==> config.mk <==
export PLATFORM = sky130hd
export DESIGN_NAME = exc_commit_ctrl
export DESIGN_NICKNAME = d
export VERILOG_FILES = /design/src/rtl/exc_commit_ctrl_pkg.sv /design/src/rtl/exc_commit_ctrl_prio_enc.sv /design/src/rtl/exc_commit_ctrl.sv
export SDC_FILE = /design/constraint.sdc
export NUM_CORES = 1
export LEC_CHECK = 0
export ABC_CLOCK_PERIOD_IN_PS = 3400
export CAP_MARGIN = 20
export CORE_UTILIZATION = 45
export CTS_BUF_LIST = sky130_fd_sc_hd__clkbuf_16
export CTS_CLUSTER_SIZE = 20
export DETAILED_ROUTE_END_ITERATION = 10
export DONT_BUFFER_PORTS = 1
export PLACE_DENSITY = 0.64
export SLEW_MARGIN = 20
export SYNTH_ARGS = -nofsm -noshare
export SYNTH_HDL_FRONTEND = slang
export SYNTH_HIERARCHICAL = 1
export SYNTH_SLANG_ARGS = --single-unit
==> constraint.sdc <==
create_clock -name clk -period 3.4 [get_ports clk]
set_clock_uncertainty 0.1 [all_clocks]
set_input_delay 0.34 -clock clk [delete_from_list [all_inputs] [get_ports clk]]
set_output_delay 0.34 -clock clk [all_outputs]
set_load 0.01 [all_outputs]
==> src/rtl/exc_commit_ctrl_pkg.sv <==
// rtl/exc_commit_ctrl_pkg.sv - shared ecodes, exception bit indices and FSM state type
package exc_commit_ctrl_pkg;

  localparam logic [5:0] ECODE_INT = 6'h00;
  localparam logic [5:0] ECODE_ADE = 6'h08;
  localparam logic [5:0] ECODE_ALE = 6'h09;
  localparam logic [5:0] ECODE_SYS = 6'h0b;
  localparam logic [5:0] ECODE_BRK = 6'h0c;
  localparam logic [5:0] ECODE_INE = 6'h0d;
  localparam logic [5:0] ECODE_IPE = 6'h0e;

  localparam logic [8:0] ESUBCODE_ADEF = 9'd0;
  localparam logic [8:0] ESUBCODE_ADEM = 9'd1;

  localparam int EXC_INT  = 0;
  localparam int EXC_ADEF = 1;
  localparam int EXC_INE  = 2;
  localparam int EXC_IPE  = 3;
  localparam int EXC_SYS  = 4;
  localparam int EXC_BRK  = 5;
  localparam int EXC_ALE  = 6;
  localparam int EXC_ADEM = 7;

  typedef enum logic [1:0] {
    ST_IDLE  = 2'd0,
    ST_FLUSH = 2'd1,
    ST_REDIR = 2'd2
  } state_t;

  typedef struct packed {
    logic       hit;
    logic [5:0] ecode;
    logic [8:0] esubcode;
    logic       use_pc_badv;
    logic       use_vaddr_badv;
  } prio_t;

endpackage

==> src/rtl/exc_commit_ctrl_prio_enc.sv <==
// rtl/exc_commit_ctrl_prio_enc.sv - exception flag priority encoder (exc_prio_enc)
module exc_prio_enc
  import exc_commit_ctrl_pkg::*;
(
  input  logic [7:0] exc,
  output prio_t      result
);

  always_comb begin
    result = '0;
    result.hit = |exc;
    if (exc[EXC_INT]) begin
      result.ecode = ECODE_INT;
    end else if (exc[EXC_ADEF]) begin
      result.ecode       = ECODE_ADE;
      result.esubcode    = ESUBCODE_ADEF;
      result.use_pc_badv = 1'b1;
    end else if (exc[EXC_INE]) begin
      result.ecode = ECODE_INE;
    end else if (exc[EXC_IPE]) begin
      result.ecode = ECODE_IPE;
    end else if (exc[EXC_SYS]) begin
      result.ecode = ECODE_SYS;
    end else if (exc[EXC_BRK]) begin
      result.ecode = ECODE_BRK;
    end else if (exc[EXC_ALE]) begin
      result.ecode          = ECODE_ALE;
      result.use_vaddr_badv = 1'b1;
    end else if (exc[EXC_ADEM]) begin
      result.ecode          = ECODE_ADE;
      result.esubcode       = ESUBCODE_ADEM;
      result.use_vaddr_badv = 1'b1;
    end
  end

endmodule

==> src/rtl/exc_commit_ctrl.sv <==
// rtl/exc_commit_ctrl.sv - exception/ERTN commit sequencer: csrfile pulse, flush, IF redirect
module exc_commit_ctrl
  import exc_commit_ctrl_pkg::*;
#(
  parameter int FLUSH_CYCLES = 2
) (
  input  logic        clk,
  input  logic        reset,
  input  logic        wb_valid,
  output logic        wb_ready,
  input  logic [31:0] wb_pc_in,
  input  logic [31:0] wb_vaddr,
  input  logic [7:0]  wb_exc,
  input  logic        wb_ertn,
  input  logic [31:0] ex_entry,
  input  logic [31:0] ex_ra,
  output logic        wb_ex,
  output logic [5:0]  wb_ecode,
  output logic [8:0]  wb_esubcode,
  output logic [31:0] wb_pc,
  output logic [31:0] wb_badv,
  output logic        ertn_flush,
  output logic        flush_pipe,
  output logic        redir_valid,
  output logic [31:0] redir_pc,
  input  logic        redir_ready
);

  localparam logic [3:0] CNT_INIT = 4'(FLUSH_CYCLES - 1);

  state_t     state;
  logic [3:0] cnt;
  prio_t      prio;
  logic       event_hit;

  exc_prio_enc u_prio (
    .exc    (wb_exc),
    .result (prio)
  );

  assign event_hit = wb_valid & (prio.hit | wb_ertn);

  always_ff @(posedge clk) begin
    if (reset) begin
      state       <= ST_IDLE;
      cnt         <= '0;
      wb_ready    <= 1'b1;
      wb_ex       <= 1'b0;
      wb_ecode    <= '0;
      wb_esubcode <= '0;
      wb_pc       <= '0;
      wb_badv     <= '0;
      ertn_flush  <= 1'b0;
      flush_pipe  <= 1'b0;
      redir_valid <= 1'b0;
      redir_pc    <= '0;
    end else begin
      wb_ex      <= 1'b0;
      ertn_flush <= 1'b0;
      case (state)
        ST_IDLE: begin
          if (event_hit) begin
            state       <= ST_FLUSH;
            cnt         <= CNT_INIT;
            wb_ready    <= 1'b0;
            flush_pipe  <= 1'b1;
            // an exception masks a simultaneous ERTN entirely
            wb_ex       <= prio.hit;
            ertn_flush  <= ~prio.hit;
            wb_ecode    <= prio.ecode;
            wb_esubcode <= prio.esubcode;
            wb_pc       <= wb_pc_in;
            wb_badv     <= prio.use_pc_badv    ? wb_pc_in :
                           prio.use_vaddr_badv ? wb_vaddr : 32'd0;
            redir_pc    <= prio.hit ? ex_entry : ex_ra;
          end
        end
        ST_FLUSH: begin
          if (cnt == 4'd0) begin
            flush_pipe  <= 1'b0;
            redir_valid <= 1'b1;
            state       <= ST_REDIR;
          end else begin
            cnt <= cnt - 4'd1;
          end
        end
        ST_REDIR: begin
          if (redir_ready) begin
            redir_valid <= 1'b0;
            wb_ready    <= 1'b1;
            state       <= ST_IDLE;
          end
        end
        default: state <= ST_IDLE;
      endcase
    end
  end

endmodule

==> impl_metrics.ini, run 1 <==
[power_and_ir_drop]
power_frac_comb = 0.123
power_density_mw_per_mm2 = 590
swShare = 0.266
power_switching_uw = 986
intPower_mw = 2.72
p_leak_nw = 2.33
peakVddDrop_v = 0.000306
seqPwrFrac = 0.464
clockPowerShare = 0.413
p_total_mw = 3.70

[hold_path]
min_path_type = primary input to register
whs_path_depth = 3
hp-start = wb_exc[6]
min_to = wb_esubcode[0]

[detailed_routing]
viasPerCell = 6.10
wl_met1_microns = 6020
post_drt_wl_per_cell_microns = 20.0
drcViolationCount = 0
route.met3.wl_microns = 1250
drt_first_pass_iters = 5
top_layer_used = met4
wl_met2_microns = 7480
drt_wl_total_microns = 15000
antenna_left = 0
vias = 4553
drt_iter0_markers = 329

[place]
place_congestion = 0.756
portBuffers = 0
pre_cts_ws_ns = 0.947
place_hpwl_microns = 9360

[yosys]
netlist_area_sq_mm = 0.00551
ys_ff_latch = 122
ys.flop_type = dfxtp_1
synth_warnings = 6
synth.avg_cell_area_sq_um = 9.25
synth-edff-count = 0
synthCells = 595
synth.distinct_cells = 43
ys_seq_area_frac = 0.444
async_flop_share = 0

[worst_setup_path]
path_class = register to register
crit_path_start_kind = register
arrival_ns = 2.51
cp-end-kind = register
reg2reg_to = redir_pc[14]
crit_required_ns = 3.55
ff2ff_path_depth = 5
crit_chain = or3b_4 > nor2_4 > buf_16 > buf_4 > a211oi_1
critical_path.slowest_cell = nor2_4
cp_max_fo = 30
critPathMaxStageDelay_ns = 0.52
reg2reg_from = state[1]
worst-r2r-setup-slack_ns = 1.05

[finish]
nNetsFinal = 733
drive_gt1_frac = 0.127
syn2layout_area_growth_pct = 13.9
fillers = 1070
multi_input_area_sq_mm = 0.00267
diodes = 0
regArea_sq_mm = 0.00244

[grt]
grt_usage = 0.236
grt_max_degree = 123
antenna_found_initial = 0
first_global_vias = 4479
gr-total-overflow = 0
grt_pass1_wl_microns = 23200

[clocking]
cts_made_buffers = 17
clkSlewWorstSetupHoldPaths_ns = 0.05
cts_tree = yes
htreeDepth = 4
cts_setup_buffers = 0
clock_path_buffers = 2
clkSinkCount = 122
root_buffer = clkbuf_16
ctsResizeCount = 0
clk_latency_ns = 0.40

[sta]
final-setup-viol-count = 0
finalCritPeriodShare = 0.692
slew_viol_final = 0
clock.fmax_ghz = 0.425
rsz0062_at_grt = false
finalHoldViolCount = 0
fin_tns_setup_ns = 0
max-slew-margin-rel = 0.561
tightest_slew_ns = 0.657
fin_ws_ns = 1.05
finalWorstPathRequiredPeriod_ns = 2.35

[floorplan]
rows = 40
die_x_microns = 113
core-area_sq_mm = 0.0120
start_util = 0.460
dieArea_sq_mm = 0.0127
die_h_microns = 113
design.portCount = 257

[flow_run]
cap_violations = 0

[outcome]
outcome = completed
stage by stage:
stage,cells,utilization,area [sq um],hold slack (ns)
floorplan,604,-,5540,0.366
global placement,684,0.451,5400,0.322
detailed placement,685,0.454,5430,0.326
CTS,746,0.524,6270,0.00733
global route,746,0.524,6270,0.00836
finish,746,0.524,6270,0.0234
metal layers:
layer,global-route usage,vias up
li1,-,2186
met1,0.262,2140
met2,0.414,210
met3,0.0815,17
met4,0.0889,0
met5,0,-
Yosys cell counts (2+ instances only):
| cell | n | area (sq um) |
|---|---|---|
| a21oi_1 | 118 | 591 |
| a211oi_2 | 28 | 350 |
| o21ai_0 | 40 | 200 |
| o21ai_1 | 10 | 50.1 |
| nor3b_2 | 2 | 25.0 |
| inv_1 | 3 | 11.3 |
| nand3b_1 | 2 | 15.0 |
| dfxtp_1 | 122 | 2440 |
| buf_6 | 7 | 78.8 |
| nand2_1 | 5 | 18.8 |
| nand2b_1 | 2 | 12.5 |
| or3_1 | 3 | 18.8 |
| buf_4 | 15 | 113 |
| nor2_1 | 6 | 22.5 |
| nor2b_1 | 4 | 25.0 |
| a211oi_1 | 37 | 278 |
| nor3_1 | 2 | 10.0 |
| clkbuf_1 | 24 | 90.1 |
| nand3_1 | 48 | 240 |
| ha_1 | 2 | 25.0 |
| a22oi_1 | 32 | 240 |
| mux2i_1 | 32 | 320 |
| nor2_2 | 2 | 12.5 |
| buf_2 | 29 | 145 |
| nor3b_1 | 2 | 15.0 |
placed cells by master, fill, tap and decap left out, types with 17 or more instances in the layout:
cell           count
nand3_1           47
dfxtp_1          122
o21ai_0           40
clkbuf_16         17
a211oi_2          28
mux2i_1           32
dlygate4sd3_1     32
a22oi_1           32
a211oi_1          37
a21oi_1          118
sequential cells by signal, indices dropped and copies added (netlist names):
| name | cells |
|---|---|
| cnt | 4 |
| ertn_flush | 1 |
| flush_pipe | 1 |
| redir_pc | 32 |
| redir_valid | 1 |
| state | 2 |
| wb_badv | 32 |
| wb_ecode | 6 |
| wb_esubcode | 9 |
| wb_ex | 1 |
| wb_pc | 32 |
| wb_ready | 1 |
worst max path at each step:
stage | start | to | slack, ns | cells after the start
5_1_grt | state[1] | redir_pc[13] | 0.90 | 5
3_5_place_dp | wb_exc[4] | wb_badv[22] | 0.95 | 7
2_1_floorplan | wb_exc[4] | wb_badv[12] | 1.42 | 9
4_1_cts | state[1] | redir_pc[14] | 1.03 | 5
6_report | state[1] | redir_pc[14] | 1.05 | 5
3_3_place_gp | state[1] | redir_pc[16] | 0.80 | 4
power by group through the flow:
| stage | combinational, mW | clock [mW] | sequential [mW] |
|---|---|---|---|
| after detailed placement | 0.398 | 0 | 1.74 |
| after global placement | 0.372 | 0 | 1.74 |
| final | 0.454 | 1.53 | 1.72 |
| after CTS | 0.457 | 1.57 | 1.72 |
| after global routing | 0.511 | 1.65 | 1.73 |
| after floorplan | 0.375 | 0 | 1.71 |
repair_timing:
action / CTS / global route
hold buffers: 33 / 0
endpoints found under the hold margin: 122 / 0
endpoints found under the setup margin: 0 / 0
cell families after synthesis:
logic type,Yosys count,synth area share
DFF,122,0.444
AOI/OAI and AO/OA,273,0.323
and+or+nand+nor,85,0.0886
other,1,0.000681
muxes,32,0.0582
adders and majority gates,2,0.00454
buffers and inverters,80,0.0811
critical path, delay by kind of cell, from the launching register on:
family | cells | cell delay (ns)
AOI/OAI and AO/OA | 1 | 0.13
and+or+nand+nor | 2 | 0.97
DFF | 1 | 0.39
buffers and inverters | 2 | 0.60
final cells by class:
class / instances / share of cell area
clock inverters: 11 / 0.0114
flip-flops and latches: 122 / 0.389
repair buffers: 44 / 0.0738
inverters: 3 / 0.00180
well taps: 147 / 0.0293
clock buffers: 17 / 0.0678
multi-input cells: 402 / 0.426
No activity file was read; power rests on OpenSTA's default activity.
==> run 2, diff against run 1 <==
Settings changed: ABC_AREA set to 1, ABC_CLOCK_PERIOD_IN_PS 3400 to 1920, PLACE_DENSITY 0.64 to 0.66.
Clock period 3.4 ns to 1.92 ns, I/O delays scaled along.
==> impl_metrics.ini, run 2 <==
[outcome]
outcome = completed

[finish]
drive_gt1_frac = 0.0626
nNetsFinal = 1041
diodes = 0
fillers = 920
final_cell_mix = nand2_1 (351), dlygate4sd3_1 (151), dfxtp_1 (122)
final_common_cell = nand2_1
syn2layout_area_growth_pct = 42.1
reg_top3 = redir_pc x32, wb_badv x32, wb_pc x32
fin_area_sq_mm = 0.00746

[grt]
top_usage_layer = met2
grt_pass1_wl_microns = 25600
use_met1 = 0.275
first_global_vias = 5493
grt_usage = 0.283
met3_usage = 0.102
antenna_found_initial = 0
gr-total-overflow = 0
grtUsageMet2 = 0.510
grt_max_degree = 68

[yosys]
synth_compound_area_frac = 0.107
synth.distinct_cells = 28
ys_ff_latch = 122
synth_mux_area_frac = 0.00191
yosys.area_share.simple = 0.331
synth_warnings = 6
ys_seq_area_frac = 0.465
yosysMostFrequentCell = nand2_1
synth_top_area_cell = dfxtp_1
ys.flop_type = dfxtp_1
synth-edff-count = 0
synth-xor-area-share = 0
synth_top_family_by_area = simple AND/OR/NAND/NOR gates
synth-adder-area-share = 0.00477
netlist_area_sq_mm = 0.00525
synth.avg_cell_area_sq_um = 6.90
ys_top_cells_by_area = dfxtp_1 (47%), nand2_1 (25%), a21oi_1 (6.6%)
synth_top_area_share = 0.465
synth_common_cells = nand2_1 (351), dfxtp_1 (122), a21oi_1 (69)
synthCells = 761
async_flop_share = 0

[worst_setup_path]
crit_path_start_kind = primary input
crit_chain = nor2_4 > nand3_2 > or2_1 > inv_2 > buf_6 > nand2_1 > nand2_1 > dlygate4sd3_1 > nand2_1 > a21oi_1
cp_max_fo = 32
crit_path_frequent_cell = nand2_1
ff2ff_path_depth = 6
cp_num_buf_inv = 3
arrival_ns = 1.97
crit_required_ns = 2.15
cp-end-kind = register
reg2reg_to = wb_pc[2]
critical_path.slowest_cell = dlygate4sd3_1
crit_family = buffers and inverters
path_class = primary input to register
worst-path-stages = 10
worst-r2r-setup-slack_ns = 0.31
reg2reg_from = state[1]
critPathMaxStageDelay_ns = 0.58
crit_path_end = redir_pc[28]
setup.worst_path.start = wb_exc[4]

[floorplan]
die_x_microns = 110
start_util = 0.462
dieArea_sq_mm = 0.0121
design.portCount = 257
core-area_sq_mm = 0.0114
die_h_microns = 110
rows = 39

[sta]
finalCritPeriodShare = 0.905
final-setup-viol-count = 0
fin_ws_ns = 0.182
finalWorstPathRequiredPeriod_ns = 1.74
slew_viol_final = 0
rsz0062_at_grt = false
fin_tns_setup_ns = 0
finalHoldViolCount = 0
clock.fmax_ghz = 0.575

[clocking]
clk_latency_ns = 0.41
cts_tree = yes
cts_setup_buffers = 0
cts_made_buffers = 17
clkSinkCount = 122
htreeDepth = 4
clkSlewWorstSetupHoldPaths_ns = 0.06
root_buffer = clkbuf_16
clock_path_buffers = 2

[detailed_routing]
drt_wl_total_microns = 17700
vias = 5572
drcViolationCount = 0
drt_iter0_markers = 358
post_drt_wl_per_cell_microns = 16.7
drt_first_pass_iters = 5
viasPerCell = 5.29
antenna_left = 0

[power_and_ir_drop]
power_density_mw_per_mm2 = 968
p_leak_nw = 3.32
peakVddDrop_v = 0.000796

[place]
place_congestion = 0.867
place_hpwl_microns = 10100
portBuffers = 0
place_area_sq_mm = 0.00529
pre_cts_ws_ns = 0.164

[hold_path]
min_path_type = primary input to register

[flow_run]
cap_violations = 0
## run 2: cell types whose count changed after synthesis, moves of 28 or more
cell      change
a22oi_1      -32
a211oi_1     -37
a211oi_2     -28
inv_1        +30
a21oi_1      -49
nand2_1     +346
mux2i_1      -31
## run 2: worst reg2reg max path: stages, from the launching register on
cell	delay (ns)
dfxtp_1	0.32
nor2_1	0.18
nand3_4	0.16
nor2_8	0.26
inv_2	0.18
buf_12	0.19
o21ai_0	0.15
## run 2: worst min-delay path by stage
stage              endpoint  slack [ns]          from  depth (start not counted)
2_1_floorplan     wb_pc[10]        0.23  wb_pc_in[10]                          2
6_report        wb_badv[29]       0.008  wb_vaddr[29]                          4
3_3_place_gp   redir_pc[16]        0.17         reset                          1
3_5_place_dp   redir_pc[12]        0.17         reset                          1
5_1_grt         wb_badv[29]        0.04  wb_vaddr[29]                          4
4_1_cts         wb_badv[29]        0.01  wb_vaddr[29]                          4
## run 2: timing repair
| item | in CTS | in global routing |
|---|---|---|
| resized for setup | 0 | 3 |
| hold endpoints to repair | 106 | 0 |
| endpoints found under the setup margin | 0 | 4 |
| hold buffers | 152 | 0 |
## run 2: metal layers
| metal | vias to the layer above | wire, microns |
|---|---|---|
| met5 | - | 0 |
| met4 | 0 | 626 |
| met3 | 57 | 1720 |
| met2 | 311 | 9120 |
| met1 | 2557 | 6190 |
| li1 | 2647 | - |
## run 2: metrics by stage
step           total power [mW]  instances  hold WS [ns]   util
3_3_place_gp               3.56        870         0.166  0.465
2_1_floorplan              3.45        770         0.230      -
3_5_place_dp               3.58        870         0.167  0.465
5_1_grt                    7.51       1054        0.0416  0.656
4_1_cts                    7.23       1054       0.00981  0.656
6_report                   7.22       1054       0.00793  0.656
## run 2: cell type report
type,instances,area [sq um],area share
clock inverters,15,205,0.0275
repair buffers,166,1690,0.226
multi-input cells,552,2370,0.318
inverters,39,150,0.0201
well taps,143,179,0.0240
clock buffers,17,425,0.0570
flip-flops and latches,122,2440,0.327
## run 2: report_power, final
group / internal, mW / switching, mW
clock: 2.27 / 1.11
combinational: 0.404 / 0.486
sequential: 2.72 / 0.222
## run 2: cell families after synthesis
kind of cell	after synthesis
flops	122
buf+inv	96
other cells	1
compound gates	112
simple gates	427
mux	1
fa+ha+maj	2
